<file path="config.mk">
export PLATFORM = sky130hd
export DESIGN_NAME = addr_gen_bp_wr_dx
export DESIGN_NICKNAME = d
export VERILOG_FILES = /design/src/rtl/addr_gen_bp_wr_dx.sv
export SDC_FILE = /design/constraint.sdc
export NUM_CORES = 1
export LEC_CHECK = 0
export ABC_CLOCK_PERIOD_IN_PS = 2820
export CORE_MARGIN = 4
export CORE_UTILIZATION = 30
export DETAILED_ROUTE_END_ITERATION = 8
export GPL_TIMING_DRIVEN = 0
export PLACE_DENSITY = 0.46
export SYNTH_ARGS = -nofsm -noshare
export SYNTH_HDL_FRONTEND = slang
export SYNTH_SLANG_ARGS = --single-unit
export TNS_END_PERCENT = 10
</file>
<file path="constraint.sdc">
create_clock -name clk -period 2.82 [get_ports clk]
set_input_delay 0.423 -clock clk [delete_from_list [all_inputs] [get_ports clk]]
set_output_delay 0.423 -clock clk [all_outputs]
set_load 0.05 [all_outputs]
</file>
<file path="src/rtl/addr_gen_bp_wr_dx.sv">
// addr_gen_bp_wr_dx: captures BP dx results from the MAC and emits RAM write address/data/enable,
// walking timesteps descending and inputs ascending within each timestep.
module addr_gen_bp_wr_dx #(
  parameter int ADDR_WIDTH = 12,
  parameter int DATA_WIDTH = 16,
  parameter int TIMESTEP   = 7,
  parameter int NUM_INPUT  = 53,
  parameter int BASE_ADDR  = 0
) (
  input  logic                  clk,
  input  logic                  rst,
  input  logic                  i_start,
  input  logic                  i_valid,
  input  logic [DATA_WIDTH-1:0] i_data,
  output logic                  o_we,
  output logic [ADDR_WIDTH-1:0] o_addr,
  output logic [DATA_WIDTH-1:0] o_data,
  output logic                  o_busy,
  output logic                  o_done,
  output logic                  o_err
);
  typedef enum logic [1:0] {IDLE, RUN, DONE} state_t;
  localparam logic [ADDR_WIDTH-1:0] T_LAST = ADDR_WIDTH'(TIMESTEP - 1);
  localparam logic [ADDR_WIDTH-1:0] J_LAST = ADDR_WIDTH'(NUM_INPUT - 1);
  localparam logic [ADDR_WIDTH-1:0] NI     = ADDR_WIDTH'(NUM_INPUT);
  localparam logic [ADDR_WIDTH-1:0] ROW0   = ADDR_WIDTH'(BASE_ADDR + NUM_INPUT * (TIMESTEP - 1));
  state_t                  state_q, state_d;
  logic [ADDR_WIDTH-1:0]   t_q, t_d, j_q, j_d, row_q, row_d, addr_q, addr_d;
  logic [DATA_WIDTH-1:0]   data_q, data_d;
  logic                    we_q, we_d, done_q, done_d, err_q, err_d;
  logic                    accept, last;
  assign accept = state_q == RUN && i_valid && !i_start;
  assign last   = t_q == '0 && j_q == J_LAST;
  always_comb begin
    state_d = state_q;
    t_d     = t_q;
    j_d     = j_q;
    row_d   = row_q;
    addr_d  = addr_q;
    data_d  = data_q;
    we_d    = 1'b0;
    done_d  = done_q;
    err_d   = err_q;
    if (i_start) begin
      state_d = RUN;
      t_d     = T_LAST;
      j_d     = '0;
      row_d   = ROW0;
      done_d  = 1'b0;
      err_d   = 1'b0;
    end else if (accept) begin
      we_d   = 1'b1;
      addr_d = row_q + j_q;
      data_d = i_data;
      if (last) begin
        state_d = DONE;
        done_d  = 1'b1;
      end else begin
        j_d   = j_q == J_LAST ? '0 : j_q + 1'b1;
        t_d   = j_q == J_LAST ? t_q - 1'b1 : t_q;
        row_d = j_q == J_LAST ? row_q - NI : row_q;
      end
    end else if (i_valid) begin
      err_d = 1'b1;
    end
  end
  always_ff @(posedge clk or posedge rst) begin
    if (rst) begin
      state_q <= IDLE;
      t_q     <= T_LAST;
      j_q     <= '0;
      row_q   <= ROW0;
      addr_q  <= '0;
      data_q  <= '0;
      we_q    <= 1'b0;
      done_q  <= 1'b0;
      err_q   <= 1'b0;
    end else begin
      state_q <= state_d;
      t_q     <= t_d;
      j_q     <= j_d;
      row_q   <= row_d;
      addr_q  <= addr_d;
      data_q  <= data_d;
      we_q    <= we_d;
      done_q  <= done_d;
      err_q   <= err_d;
    end
  end
  assign o_we   = we_q;
  assign o_addr = addr_q;
  assign o_data = data_q;
  assign o_busy = state_q == RUN;
  assign o_done = done_q;
  assign o_err  = err_q;
endmodule
</file>
# Yosys cells after proc, flatten, opt, wreduce, memory -nomap -nowiden
# Cells that the tools add are included.
# totals
reg_bits,69
input_bits,20
out_inout_bits,32
word_cells,55
# op_classes
n_addsub,4
n_mux,23
n_bitwise,1
n_eq_ne,4
n_reduce_logical,14
# ops
operator,count
2-to-1 mux 12 bit,12
adder 12 x 1 -> 12 bit (second input constant),1
adder 12 bit,1
equality test 12 x 6 -> 1 bit (second input constant),1
logical NOT 12 bit,1
subtractor 12 x 1 -> 12 bit (second input constant),1
subtractor 12 x 6 -> 12 bit (second input constant),1
2-to-1 mux 1 bit,8
AND reduction 2 bit,4
nonzero test 2 bit,4
2-to-1 mux 2 bit,3
!= test 2 bit (second input constant),2
logical AND 1 bit,3
AND reduction 3 bit,1
equality test 2 x 1 -> 1 bit (second input constant),1
logical NOT 1 bit,1
NOT 1 bit,1

# Depth between registers and ports, before layout
# Gate-level depths: netlist of run 1.
# logic_depth
depth_word,5
depth_mapped,9
ltp_nobuf,7

# Worst setup path after synthesis of run 1
# Ideal clock, no wire load.
# synth_path
kind,reg2reg
startpoint,register j_q[8]
endpoint,register t_q[5]
setup_slack_ns,0.610
required_time_ns,2.695
path_buffers,0
setup_time_ns,0.125
t_arrival_ns,2.085
stages_incl_launch_ff,6
period_less_slack_ns,2.210
path_cell_list,dfrtp_1 -> or4_4 -> nor4_4 -> nand3_2 -> nor4_2 -> mux2_2
# synth_between
elab_chain_cells,4
elab_cells_between_ends,5
cone_classes,eq/ne: 2; reduce/logical: 3
# synth_rtl
item,line,rtl
start: declaration,28,"logic [ADDR_WIDTH-1:0] t_q, t_d, j_q, j_d, row_q, row_d, addr_q, addr_d;"
start signal: assignment,81,j_q <= j_d;
equality test 12 x 6 -> 1 bit (*),"33, 60",
logical AND 1 bit,33,assign last = t_q == '0 && j_q == J_LAST;
!= test 2 bit (no line),--,
AND reduction 3 bit (no line) (*),--,
end signal: assignment,80,t_q <= t_d;
end: declaration,28,
# Mark *: on every way between the ends. The rest lies on a longest branch, timed or not.
# A chain may end at the register's enable or synchronous reset.

# Final worst setup path of run 1
# layout_path
startpoint,register t_q[6]
endpoint,register j_q[5]
# layout_between
elab_chain_cells,4
# layout_rtl
item,line
logical NOT 12 bit,33
logical AND 1 bit,33
!= test 2 bit (no line),--
AND reduction 2 bit (no line),--
# No other way between the ends.

==> results of run 1 <==
-- logic make-up (layout without fill, tap and decap cells) --
kind of cell	Yosys count	after routing
AND/OR/NAND/NOR	190	190
XOR/XNOR	18	18
flip-flops	68	68
AO/OA/AOI/OAI	76	76
buffers and inverters	25	93
multiplexers	7	7
adder cells (fa/ha/maj)	17	17
-- path summary, 6_finish.rpt --
path,slack (ps),start,endpoint
worst min-delay path,320,rst,o_data[2]$_DFFE_PP0P_
min in group clk,470,o_data[0]$_DFFE_PP0P_,o_data[0]$_DFFE_PP0P_
worst min register to register,470,o_data[0]$_DFFE_PP0P_,o_data[0]$_DFFE_PP0P_
max in group asynchronous,1930,rst,row_q[8]$_DFFE_PP1P_
worst max register to register,260,t_q[6]$_DFFE_PP0P_,j_q[5]$_DFFE_PP0P_
worst max-delay path,260,t_q[6]$_DFFE_PP0P_,j_q[5]$_DFFE_PP0P_
-- final cells by class --
type                       instances  area [sq um]  share of cell area, %
clock buffer                      14           254                   5.32
multi-input combinational        308          1930                   40.4
buffer                            13          50.0                   1.05
sequential                        68          1710                   35.8
tap                              168           210                   4.40
timing repair buffer              52           538                   11.3
clock inverter                     2          35.0                  0.734
inverter                          12          47.5                  0.996
-- metal layers --
layer  vias to the layer above  track usage (%)
met5                         -                0
li1                       1554                -
met1                      1448             19.8
met4                         0             6.23
met3                        11             3.25
met2                        80             19.8
-- flip-flops by register name, indices dropped and copies added, names as in the netlist --
name	cells
o_addr	12
o_err	1
o_we	1
row_q	12
o_data	16
j_q	12
state_q	1
o_done	1
t_q	12
-- worst max-delay path: stages, from the launching register on --
cell,delay [ps]
dfrtp_1,410
nor4_1,460
and3_1,220
clkbuf_1,360
clkbuf_1,420
a21oi_1,220
a31oi_1,250
a211oi_1,70
-- report_power, final --
group | internal, mW | switching, mW
clock | 0.708 | 0.408
sequential | 1.03 | 0.0293
combinational | 0.152 | 0.298
total | 1.89 | 0.735
-- metrics by stage --
| step | setup slack (ps) | cell area (sq um) | utilization, % | std cells |
|---|---|---|---|---|
| 2_1_floorplan | 610 | 3730 | - | 401 |
| 3_3_place_gp | -714 | 4460 | 36.8 | 620 |
| 3_5_place_dp | 161 | 4490 | 37.0 | 621 |
| 4_1_cts | 271 | 4770 | 39.4 | 637 |
| 5_1_grt | 93.3 | 4770 | 39.4 | 637 |
| 6_report | 257 | 4770 | 39.4 | 637 |
-- synthesized netlist by cell type, types with 5 or more instances --
cell | count | area, sq um
a31oi_1 | 6 | 37.5
or4_1 | 9 | 67.6
nand4_1 | 5 | 31.3
nand2b_1 | 11 | 68.8
nor2b_1 | 10 | 62.6
xor2_1 | 7 | 61.3
nor2_1 | 23 | 86.3
o21ai_0 | 23 | 115
clkbuf_1 | 11 | 41.3
ha_1 | 16 | 200
a21oi_1 | 16 | 80.1
nor3_1 | 12 | 60.1
nor4_1 | 8 | 50.1
xnor2_1 | 11 | 96.3
nand3_1 | 10 | 50.1
mux2_2 | 7 | 78.8
inv_1 | 12 | 45.0
dfstp_2 | 8 | 210
a211oi_1 | 9 | 67.6
nand2_1 | 75 | 282
dfrtp_1 | 60 | 1500
a21o_1 | 5 | 37.5
==> flow_summary.toml, run 1 <==
[finish]
area_delta_synth_final_pct = 27.8
drive_gt1_share_pct = 8.74
final_common_cell = "nand2_1"
finalNetCount = 501
diodes = 0
fill_cells = 1237
layout_common_cells = "75 x nand2_1, 60 x dfrtp_1, 51 x clkdlybuf4s50_1"

[synthesis]
synth_top_family_by_area = "simple AND/OR/NAND/NOR gates"
yosysSeqAreaShare_pct = 45.8
synth_edf_count = 0
ys_warn_count = 0
synthCells = 401
synth.mux.area_fraction_pct = 2.11
syn_area_sq_mm = 0.00373
synth_compound_area_share_pct = 12.7
synth_nets = 438
synth_fa_ha_area_share_pct = 5.90
synth-xor-area-share_pct = 4.22
yosysUniqueCellTypes = 52
syn-mean-instance-area_sq_um = 9.31
async_flop_share_pct = 100
synth_top_flop_cell = "dfrtp_1"
synth_seq_cells = 68
synthSimpleGateAreaFrac_pct = 26.7

[floorplan]
die_w_um = 120
ioPinCount = 52
rows = 40
core_region_area_sq_mm = 0.0121
die_y_um = 120
dieArea_sq_mm = 0.0143
initial_core_util_pct = 30.8

[sta]
worst_slew_pin_slew_ps = 585
fin_crit_ps = 2560
max_slew_margin_pct = 60.7
clock.fmax_mhz = 390
maxSlewViolCount = 0
finalSetupViolCount = 0
final.period_utilization_pct = 90.9
hold_slack_ps = 318
hold_viol = 0
tns_ps = 0
fin_skew_ps = 7.63
rsz0062_at_grt = "no"

[detailed_routing]
drtPass1Iterations = 4
wl_mm = 9.45
drc_errors = 0
met3WireLength_um = 487
vias = 3093
met1_length_mm = 4.82
routed.top_layer = "met4"
detail_route.iter0.violations = 181
wire_per_inst_um = 14.8
vias_per_cell = 4.86
postRouteAntennaNets = 0
wl_met2_mm = 3.96

[job]
maxCapViolCount = 0

[clock_tree]
cts_root_buffer = "clkbuf_16"
cts.hold.buffers_added = 0
clock_path_buffers = 2
htree_num_levels = 3
cts_tree = "built"
clkTransAtPathRegs_ps = 50
cts_resized = 0
worstSkewPairLatency_ps = 340
numCtsBuffers = 9
cts_setup_buffers = 0
cts_sinks = 68

[setup_path]
path_max_fanout = 10
crit_path_start_kind = "flip-flop"
cp.arrival_ps = 2750
crit_type = "reg -> reg"
worstPathRequired_ps = 3010
rr_worst_depth = 7
cp-end-kind = "flip-flop"

[power_and_ir_drop]
ir_drop_v = 0.000217
totalPowerFinal_mw = 2.62
leakage_nw = 2.05
powerDensity_mw_per_mm2 = 550

[grt]
grt.overflow.total = 0
antenna_found_initial = 0
grt_pass1_wl_mm = 15.6
first_global_vias = 2930
grt_max_degree = 66
grt_use_total_pct = 13.8

[placed_design]
io_buffers = 51
dp_hpwl_mm = 6.86
place.gp.congestion = 0.784

[status]
status = "completed"

[hold_path]
hold_path.class = "in -> async"
Note: power is estimated with default switching activity, not from simulation.
==> run 2, diff against run 1 <==
--- a/config.mk
+++ b/config.mk
@@ -10,7 +10,9 @@
 export CORE_UTILIZATION = 30
 export DETAILED_ROUTE_END_ITERATION = 8
 export GPL_TIMING_DRIVEN = 0
+export MAX_ROUTING_LAYER = met4
 export PLACE_DENSITY = 0.46
+export SKIP_LAST_GASP = 1
 export SYNTH_ARGS = -nofsm -noshare
 export SYNTH_HDL_FRONTEND = slang
 export SYNTH_SLANG_ARGS = --single-unit
==> run 2 against run 1 <==
Register-to-register slack about the same. Critical endpoint unchanged. Clock skew about the same. Critical path depth unchanged. Setup slack improved by 6.0 ps.
==> flow_summary.toml, run 2 (synthesized netlist as in run 1, its figures left out) <==
[status]
status = "completed"

[floorplan]
die_y_um = 120
initial_core_util_pct = 30.8
core_region_area_sq_mm = 0.0121
rows = 40
ioPinCount = 52
dieArea_sq_mm = 0.0143
die_w_um = 120

[setup_path]
worstReg2RegStart = "t_q[6]$_DFFE_PP0P_"
r2r-end = "j_q[5]$_DFFE_PP0P_"
crit_path_start_kind = "flip-flop"
critPathCapture = "j_q[5]$_DFFE_PP0P_"
crit_type = "reg -> reg"
cp-end-kind = "flip-flop"
r2r_slack_ps = 260
worstPathRequired_ps = 3010
cp.arrival_ps = 2750
rr_worst_depth = 7
path_max_fanout = 10
startpoint = "t_q[6]$_DFFE_PP0P_"

[finish]
area_delta_synth_final_pct = 27.8
fin_cells = 637
layout_common_cells = "75 x nand2_1, 60 x dfrtp_1, 51 x clkdlybuf4s50_1"
final_common_cell = "nand2_1"
largest_reg_flops = 16
drive_gt1_share_pct = 8.74
diodes = 0
finalNetCount = 501

[sta]
finalSetupViolCount = 0
clock.fmax_mhz = 391
rsz0062_at_grt = "no"
maxSlewViolCount = 0
fin_skew_ps = 7.84
layout_setup_ws_ps = 263
max_slew_margin_pct = 60.6
fin_crit_ps = 2560
worst_slew_pin_slew_ps = 587
final.period_utilization_pct = 90.7
hold_viol = 0

[hold_path]
hold_path.class = "in -> async"

[clock_tree]
cts_tree = "built"
clock_path_buffers = 2
cts_setup_buffers = 0
worstSkewPairLatency_ps = 340
clkTransAtPathRegs_ps = 50
cts_root_buffer = "clkbuf_16"
numCtsBuffers = 9
cts.hold.buffers_added = 0
cts_resized = 0
cts_sinks = 68
htree_num_levels = 3

[detailed_routing]
drc_errors = 0
wl_mm = 9.44
postRouteAntennaNets = 0
drtPass1Iterations = 4
vias_per_cell = 4.87
detail_route.iter0.violations = 172
vias = 3102
wire_per_inst_um = 14.8

[placed_design]
io_buffers = 51
pre_cts_slack_ps = 161
dp_hpwl_mm = 6.86
place_inst = 621
place.gp.congestion = 0.795

[grt]
grt.overflow.total = 0
grt_pass1_wl_mm = 15.7
antenna_found_initial = 0
grt_use_total_pct = 14.2
grt_max_degree = 66
first_global_vias = 2927

[power_and_ir_drop]
powerDensity_mw_per_mm2 = 549
totalPowerFinal_mw = 2.62
leakage_nw = 2.05
ir_drop_v = 0.000216

[job]
maxCapViolCount = 0
[run 2: cell counts in the layout (fill, tap and decap cells not counted)]
Identical to the previous run, type by type.
[run 2: final cells by class]
class / instances / area [sq um]
Clock inverter: 2 / 35.0
Clock buffer: 14 / 254
Timing Repair Buffer: 52 / 538
Fill cell: 1237 / 7340
Sequential cell: 68 / 1710
Tap cell: 168 / 210
Buffer: 13 / 50.0
Multi-Input combinational cell: 308 / 1930
Inverter: 12 / 47.5
[run 2: stage by stage]
step           cell area (sq um)  hold WS (ps)  utilization, %  TNS (ps)
4_1_cts                     4770           305            39.4         0
6_report                    4770           319            39.4         0
2_1_floorplan               3730           510               -         0
3_3_place_gp                4460           456            36.8    -42460
3_5_place_dp                4490           465            37.0         0
5_1_grt                     4770           333            39.4         0
[run 2: how the worst min path moves through the flow]
stage,startpoint,to,slack [ps],cells after the start
global route,rst,o_data[2]$_DFFE_PP0P_,330,2
detailed placement,o_data[3]$_DFFE_PP0P_,o_data[3]$_DFFE_PP0P_,460,2
CTS,rst,o_data[2]$_DFFE_PP0P_,300,2
floorplan,t_q[1]$_DFFE_PP1P_,t_q[1]$_DFFE_PP1P_,510,2
global placement,o_data[5]$_DFFE_PP0P_,o_data[5]$_DFFE_PP0P_,460,2
finish,rst,o_data[2]$_DFFE_PP0P_,320,2
[run 2: report_power, final]
group	internal [mW]	leakage, nW	total [mW]	switching [mW]
Sequential	1.03	0.872	1.06	0.0295
Combinational	0.152	1.04	0.450	0.298
Clock	0.708	0.141	1.11	0.406
[run 2: worst max-delay path, stage by stage, from the launching register on]
cell and delay (ps):
dfrtp_1 410, nor4_1 460, and3_1 220, clkbuf_1 360
clkbuf_1 420, a21oi_1 220, a31oi_1 250, a211oi_1 70
[run 2: routing by layer]
layer / vias up / routed length [um] / global-route usage, % / share of wire (%)
met5: - / 0 / - / 0
met4: 0 / 175 / 6.23 / 1.9
met3: 11 / 491 / 3.16 / 5.2
met2: 87 / 3990 / 19.7 / 42
met1: 1451 / 4780 / 19.9 / 51
li1: 1553 / - / - / -
